`src/rtl/alu_pkg.sv`:
```
// Shared definitions for the ripple-ALU issue controller.
// Holds the opcode encoding, the slice function-select codes and the
// sequencing state encoding used by alu_issue_ctrl and alu_op_decode.
package alu_pkg;

   typedef enum logic [3:0] {
      OP_NOR  = 4'd0,
      OP_NAND = 4'd1,
      OP_OR   = 4'd2,
      OP_AND  = 4'd3,
      OP_XOR  = 4'd4,
      OP_XNOR = 4'd5,
      OP_ADD  = 4'd6,
      OP_SUB  = 4'd7,
      OP_SLT  = 4'd8
   } op_e;

   // {C1,C2,C3} function-select codes understood by every slice
   localparam logic [2:0] CTL_NOR   = 3'b000;
   localparam logic [2:0] CTL_NAND  = 3'b001;
   localparam logic [2:0] CTL_OR    = 3'b010;
   localparam logic [2:0] CTL_AND   = 3'b011;
   localparam logic [2:0] CTL_XOR   = 3'b100;
   localparam logic [2:0] CTL_XNOR  = 3'b101;
   localparam logic [2:0] CTL_ARITH = 3'b110;

   typedef enum logic [1:0] {
      IDLE  = 2'd0,
      DRIVE = 2'd1,
      RESP  = 2'd2
   } state_e;

endpackage

```
`src/rtl/alu_op_decode.sv`:
```
// Combinational opcode decoder for the slice array.
// Ports:
//   op        in  4  opcode
//   c1,c2,c3  out 1  slice function select
//   sub       out 1  invert B inside the slices
//   cin       out 1  carry into slice 0
//   is_arith  out 1  ADD/SUB/SLT (carry and overflow are meaningful)
//   is_slt    out 1  set-less-than result shaping
//   illegal   out 1  opcode outside the defined map
module alu_op_decode
   import alu_pkg::*;
(
   input  logic [3:0] op,
   output logic       c1,
   output logic       c2,
   output logic       c3,
   output logic       sub,
   output logic       cin,
   output logic       is_arith,
   output logic       is_slt,
   output logic       illegal
);

   logic [2:0] ctl_s;

   // opcode to slice control lines
   always_comb begin
      ctl_s    = CTL_NOR;
      sub      = 1'b0;
      cin      = 1'b0;
      is_arith = 1'b0;
      is_slt   = 1'b0;
      illegal  = 1'b0;
      case (op)
         OP_NOR:  ctl_s = CTL_NOR;
         OP_NAND: ctl_s = CTL_NAND;
         OP_OR:   ctl_s = CTL_OR;
         OP_AND:  ctl_s = CTL_AND;
         OP_XOR:  ctl_s = CTL_XOR;
         OP_XNOR: ctl_s = CTL_XNOR;
         OP_ADD: begin
            ctl_s    = CTL_ARITH;
            is_arith = 1'b1;
         end
         OP_SUB: begin
            ctl_s    = CTL_ARITH;
            sub      = 1'b1;
            cin      = 1'b1;
            is_arith = 1'b1;
         end
         OP_SLT: begin
            ctl_s    = CTL_ARITH;
            sub      = 1'b1;
            cin      = 1'b1;
            is_arith = 1'b1;
            is_slt   = 1'b1;
         end
         default: illegal = 1'b1;
      endcase
   end

   assign c1 = ctl_s[2];
   assign c2 = ctl_s[1];
   assign c3 = ctl_s[0];

endmodule

```
`src/rtl/alu_issue_ctrl.sv`:
```
// Sequencing front-end for a W-bit ripple ALU built from 1-bit slices.
// Accepts one operation per request handshake, drives registered operands
// and decoded controls into the slice array, waits SETTLE cycles for the
// carry ripple, then captures the result and flags onto a response port.
// Ports:
//   clk, rst                     clock, async active-high reset
//   req_valid/req_ready          request handshake
//   req_op, req_a, req_b         opcode and operands
//   alu_a, alu_b                 registered operands to the slices
//   alu_c1..c3, alu_sub, alu_cin registered slice controls
//   alu_out, alu_cout            slice array output and top carry
//   rsp_valid/rsp_ready          response handshake
//   rsp_result, rsp_zero, rsp_carry, rsp_ovf, rsp_err  response payload
module alu_issue_ctrl
   import alu_pkg::*;
#(
   parameter int W      = 16,
   parameter int SETTLE = 4
)(
   input  logic         clk,
   input  logic         rst,
   input  logic         req_valid,
   output logic         req_ready,
   input  logic [3:0]   req_op,
   input  logic [W-1:0] req_a,
   input  logic [W-1:0] req_b,
   output logic [W-1:0] alu_a,
   output logic [W-1:0] alu_b,
   output logic         alu_c1,
   output logic         alu_c2,
   output logic         alu_c3,
   output logic         alu_sub,
   output logic         alu_cin,
   input  logic [W-1:0] alu_out,
   input  logic         alu_cout,
   output logic         rsp_valid,
   input  logic         rsp_ready,
   output logic [W-1:0] rsp_result,
   output logic         rsp_zero,
   output logic         rsp_carry,
   output logic         rsp_ovf,
   output logic         rsp_err
);

   localparam int             CW       = (SETTLE > 1) ? $clog2(SETTLE) : 1;
   localparam logic [CW-1:0]  CNT_LOAD = CW'(SETTLE - 1);

   state_e         state_r, state_nx;
   logic [CW-1:0]  cnt_r;
   logic           arith_r, slt_r;

   logic dec_c1, dec_c2, dec_c3, dec_sub, dec_cin;
   logic dec_arith, dec_slt, dec_illegal;

   logic           b_msb_s, ovf_s, carry_s;
   logic [W-1:0]   result_s;

   alu_op_decode u_dec (
      .op       (req_op),
      .c1       (dec_c1),
      .c2       (dec_c2),
      .c3       (dec_c3),
      .sub      (dec_sub),
      .cin      (dec_cin),
      .is_arith (dec_arith),
      .is_slt   (dec_slt),
      .illegal  (dec_illegal)
   );

   // next-state selection
   always_comb begin
      state_nx = state_r;
      case (state_r)
         IDLE: begin
            if (req_valid) state_nx = dec_illegal ? RESP : DRIVE;
            else           state_nx = IDLE;
         end
         DRIVE: begin
            if (cnt_r == '0) state_nx = RESP;
            else             state_nx = DRIVE;
         end
         RESP: begin
            if (rsp_ready) state_nx = IDLE;
            else           state_nx = RESP;
         end
         default: state_nx = IDLE;
      endcase
   end

   // capture-time result shaping; overflow uses the B actually seen by
   // the slices (inverted for SUB/SLT), SLT reports sign xor overflow
   always_comb begin
      b_msb_s  = alu_b[W-1] ^ alu_sub;
      ovf_s    = arith_r && (alu_a[W-1] == b_msb_s) && (alu_out[W-1] != alu_a[W-1]);
      carry_s  = arith_r ? alu_cout : 1'b0;
      if (slt_r) result_s = {{(W-1){1'b0}}, alu_out[W-1] ^ ovf_s};
      else       result_s = alu_out;
   end

   // state register, operand/control latches and response capture
   always_ff @(posedge clk or posedge rst) begin
      if (rst) begin
         state_r    <= IDLE;
         cnt_r      <= '0;
         arith_r    <= 1'b0;
         slt_r      <= 1'b0;
         req_ready  <= 1'b1;
         rsp_valid  <= 1'b0;
         alu_a      <= '0;
         alu_b      <= '0;
         alu_c1     <= 1'b0;
         alu_c2     <= 1'b0;
         alu_c3     <= 1'b0;
         alu_sub    <= 1'b0;
         alu_cin    <= 1'b0;
         rsp_result <= '0;
         rsp_zero   <= 1'b0;
         rsp_carry  <= 1'b0;
         rsp_ovf    <= 1'b0;
         rsp_err    <= 1'b0;
      end else begin
         state_r   <= state_nx;
         req_ready <= (state_nx == IDLE);
         rsp_valid <= (state_nx == RESP);
         case (state_r)
            IDLE: begin
               if (req_valid) begin
                  if (dec_illegal) begin
                     // slices keep their previous drive; only the response changes
                     rsp_result <= '0;
                     rsp_zero   <= 1'b0;
                     rsp_carry  <= 1'b0;
                     rsp_ovf    <= 1'b0;
                     rsp_err    <= 1'b1;
                  end else begin
                     alu_a   <= req_a;
                     alu_b   <= req_b;
                     alu_c1  <= dec_c1;
                     alu_c2  <= dec_c2;
                     alu_c3  <= dec_c3;
                     alu_sub <= dec_sub;
                     alu_cin <= dec_cin;
                     arith_r <= dec_arith;
                     slt_r   <= dec_slt;
                     cnt_r   <= CNT_LOAD;
                  end
               end
            end
            DRIVE: begin
               if (cnt_r != '0) begin
                  cnt_r <= cnt_r - 1'b1;
               end else begin
                  rsp_result <= result_s;
                  rsp_zero   <= (result_s == '0);
                  rsp_carry  <= carry_s;
                  rsp_ovf    <= ovf_s;
                  rsp_err    <= 1'b0;
               end
            end
            default: begin
            end
         endcase
      end
   end

endmodule

```
`config.mk`:
```
export PLATFORM = sky130hd
export DESIGN_NAME = alu_issue_ctrl
export DESIGN_NICKNAME = d
export VERILOG_FILES = /design/src/rtl/alu_pkg.sv /design/src/rtl/alu_op_decode.sv /design/src/rtl/alu_issue_ctrl.sv
export SDC_FILE = /design/constraint.sdc
export NUM_CORES = 1
export LEC_CHECK = 0
export ABC_AREA = 1
export CAP_MARGIN = 10
export CORE_MARGIN = 3
export CORE_UTILIZATION = 35
export CTS_CLUSTER_SIZE = 8
export DETAILED_ROUTE_END_ITERATION = 8
export PLACE_DENSITY_LB_ADDON = 0.05
export SKIP_LAST_GASP = 1
export SLEW_MARGIN = 20
export SYNTH_ARGS = -nofsm -noshare
export SYNTH_HDL_FRONTEND = slang
export SYNTH_SLANG_ARGS = --single-unit
```
`constraint.sdc`:
```
create_clock -name clk -period 2.2 [get_ports clk]
set_input_delay 0.55 -clock clk [delete_from_list [all_inputs] [get_ports clk]]
set_output_delay 0.55 -clock clk [all_outputs]
set_load 0.05 [all_outputs]
```
==> out/metrics.csv <==
stage;metric;value;unit
run_status;status;complete, no violations;
cells_and_area;fin area;4110;µm²
worst_setup_path;slack of the worst reg-to-reg path;0.57;ns
floorplanning;area of the core;7370;µm²
worst_setup_path;CP max FO;4;
route;routed len/inst;13.22;µm
worst_hold_path;Min-Delay Path Depth;2;
cells_and_area;commonest non-fill, non-tap cell in the layout;nand2_1;
worst_setup_path;critical setup path kind;reg -> out;
power;Leak;1.977;nW
cts;TritonCTS clock tree;yes;
yosys;post-synth net total;369;
cells_and_area;nets;487;
placement;gpl congestion;0.8110;
worst_setup_path;Top delay family on crit path;buffers and inverters;
yosys;Synth Cell Area;2713;µm²
global_route;number of global-route vias before repair;2464;
floorplanning;die width;94.04;µm
flow_run;MaxCap Viol Count;0;
worst_setup_path;cells on worst reg2reg path;8;
floorplanning;Die Area;8843;µm²
timing;FMAX;0.4711;GHz
cts;# clock sinks;64;
yosys;YS warnings;0;
worst_setup_path;crit path buf inv count;1;
worst_setup_path;Worst path slowest cell;clkdlybuf4s50_1;
route;WL final;7044;µm
floorplanning;Row Count;31;
timing;Setup-failing EPs final;0;
worst_hold_path;worst min-delay path class;reg -> reg;
placement;dpl hpwl;5019;µm
timing;period utilization;96.48;%
cells_and_area;sequential standard cell area;1603;µm²
yosys;Avg Cell Area, Syn;8.722;µm²
cts;Longest Clk Path Bufs;2;
global_route;largest net degree at the start of global routing;65;
worst_hold_path;Hold EP;rsp_result[8];
worst_setup_path;startpoint class of the critical path;flip-flop;
worst_hold_path;Hold Startpoint;rsp_result[8];
timing;min cycle time layout;2.123;ns
floorplanning;I/O Pins;116;
route;# DRC;0;
cells_and_area;synth-to-layout area growth;51.52;%
power;worst vdd ir;0.7098;mV
global_route;GR Overflow Total;0;
global_route;initial antenna violation count;0;
route;Starting DRT DRC Count;63;
cts;CTS buffer count;9;
worst_setup_path;Cell Chain, Critical Path;clkdlybuf4s50_1;
timing;Worst-Margin Slew;0.5261;ns
cts;# Post-CTS Setup Buffers;0;
cts;H-tree depth;3;
worst_setup_path;slowest stage delay, CP;0.84;ns
floorplanning;Starting Density;36.81;%
timing;setup_tns;0;ns
yosys;flops & latches, synth;64;
route;drt first pass iters;4;
yosys;async set-reset flop share out of synthesis;100.0;%
cts;post-CTS sizing;0;
timing;slew margin rel.;64.82;%
cts;root buf cell;clkbuf_8;
cts;Worst-path clk slew;0.07;ns
cells_and_area;area of the multi-input gates;955.9;µm²
placement;placed instance area;3945;µm²
yosys;sequential area share after synthesis;59.09;%
global_route;Total GRT Usage;16.67;%
timing;final setup margin;0.07734;ns
cells_and_area;# fillers;681;
cts;hold_buf cts;0;
floorplanning;Die H;94.04;µm
yosys;Synth Flop Type;dfrtp_1;
route;Via-to-Cell Ratio;4.505;
placement;# port buffers;115;
cells_and_area;most frequent cells in the layout;nand2_1 (141), clkdlybuf4s50_1 (113), dfrtp_1 (63);
worst_setup_path;worst endpoint data arrival time;1.57;ns
route;vias;2401;
cells_and_area;final core occ;55.77;%
worst_setup_path;RR Endpoint;rsp_result[13];
timing;RSZ-0062 raised after global routing;false;
worst_setup_path;Crit path required time;1.65;ns
yosys;EDFF count, synth;0;
placement;post-place setup slack;0.2157;ns
route;Final ANT Viol Nets;0;
global_route;first-pass GRT wire length;11410;µm
timing;Clock Skews;0.004365;ns
cts;clock insertion delay at the later pin of the skew report;0.33;ns
timing;Fin. Hold Viols;0;
cells_and_area;# diodes;0;
cells_and_area;ratio of cells with drive above 1 in the final layout;8.986;%
worst_setup_path;worst reg2reg startpoint;cnt_r[0];
yosys;Yosys cell types;29;
timing;fin. max-slew vios;0;
worst_setup_path;Worst setup EP type;primary output;
power;PwrDens;1596;nW/µm²
yosys;Cells after Synth;311;
-- power breakdown --
| group | internal, mW | total, mW | switching, mW |
|---|---|---|---|
| clock | 0.433 | 0.870 | 0.438 |
| combinational | 1.19 | 3.70 | 2.51 |
| sequential | 1.68 | 1.99 | 0.310 |
-- metrics by stage --
stage | cells | total power, mW | hold WS, ns
finish | 533 | 6.560 | 0.4737
global route | 533 | 6.955 | 0.5023
global placement | 517 | 5.706 | 0.4554
floorplan | 311 | 4.489 | 0.5165
CTS | 533 | 6.637 | 0.4782
detailed placement | 517 | 5.736 | 0.4602
-- synthesized netlist by cell type, types with 2 or more instances --
| cell type | n | share of area [%] |
|---|---|---|
| nand2_2 | 2 | 0.46 |
| o211ai_1 | 2 | 0.55 |
| a21oi_1 | 3 | 0.55 |
| a31oi_1 | 2 | 0.46 |
| o31ai_1 | 2 | 0.55 |
| buf_4 | 6 | 1.7 |
| inv_2 | 4 | 0.55 |
| buf_2 | 4 | 0.74 |
| o21ai_2 | 5 | 1.6 |
| nand2_1 | 141 | 20 |
| o21ai_0 | 8 | 1.5 |
| nand3_1 | 22 | 4.1 |
| o21ai_1 | 3 | 0.55 |
| inv_1 | 14 | 1.9 |
| dfrtp_1 | 63 | 58 |
| nor2_4 | 2 | 0.83 |
| nor2_1 | 16 | 2.2 |
-- layout make-up --
cell class,instances,share of cell area (%)
Multi-Input combinational cell,216,23.26
Timing Repair Buffer,119,28.92
Tap cell,99,3.014
Clock inverter,4,0.4871
Sequential cell,64,39.00
Inverter,19,1.796
Clock buffer,12,3.531
-- registers in the layout (all words and copies together) (netlist names), 2 cells and up --
| register | count |
|---|---|
| rsp_result | 16 |
| state_r | 2 |
| alu_a | 16 |
| alu_b | 16 |
| cnt_r | 2 |
-- worst max-delay path by stage --
stage | slack [ns] | to | start | depth (start not counted)
after detailed placement | 0.22 | rsp_result[13] | req_op[1] | 9
after CTS | 0.05 | alu_cin | alu_cin | 1
after global routing | 0.02 | alu_cin | alu_cin | 1
after global placement | 0.25 | rsp_result[2] | req_op[1] | 9
final | 0.08 | alu_cin | alu_cin | 1
after floorplan | 0.05 | alu_a[0] | rst | 1
-- cells by family after synthesis --
group	after synthesis	synth area share, %
buffers and inverters	31	5.673
AOI/OAI and AO/OA	26	6.088
and+or+nand+nor	188	28.37
DFF	64	59.09
xor gates and xnor gates	1	0.3229
adders and majority gates	1	0.4612
-- metal layers --
layer	up-vias	global-route usage [%]	wire [µm]
met1	1099	20.90	3120
met2	86	26.08	3141
met4	0	6.859	115
li1	1205	-	-
met3	11	5.929	666
met5	-	0	0
Power figures use the tool's default switching activity.
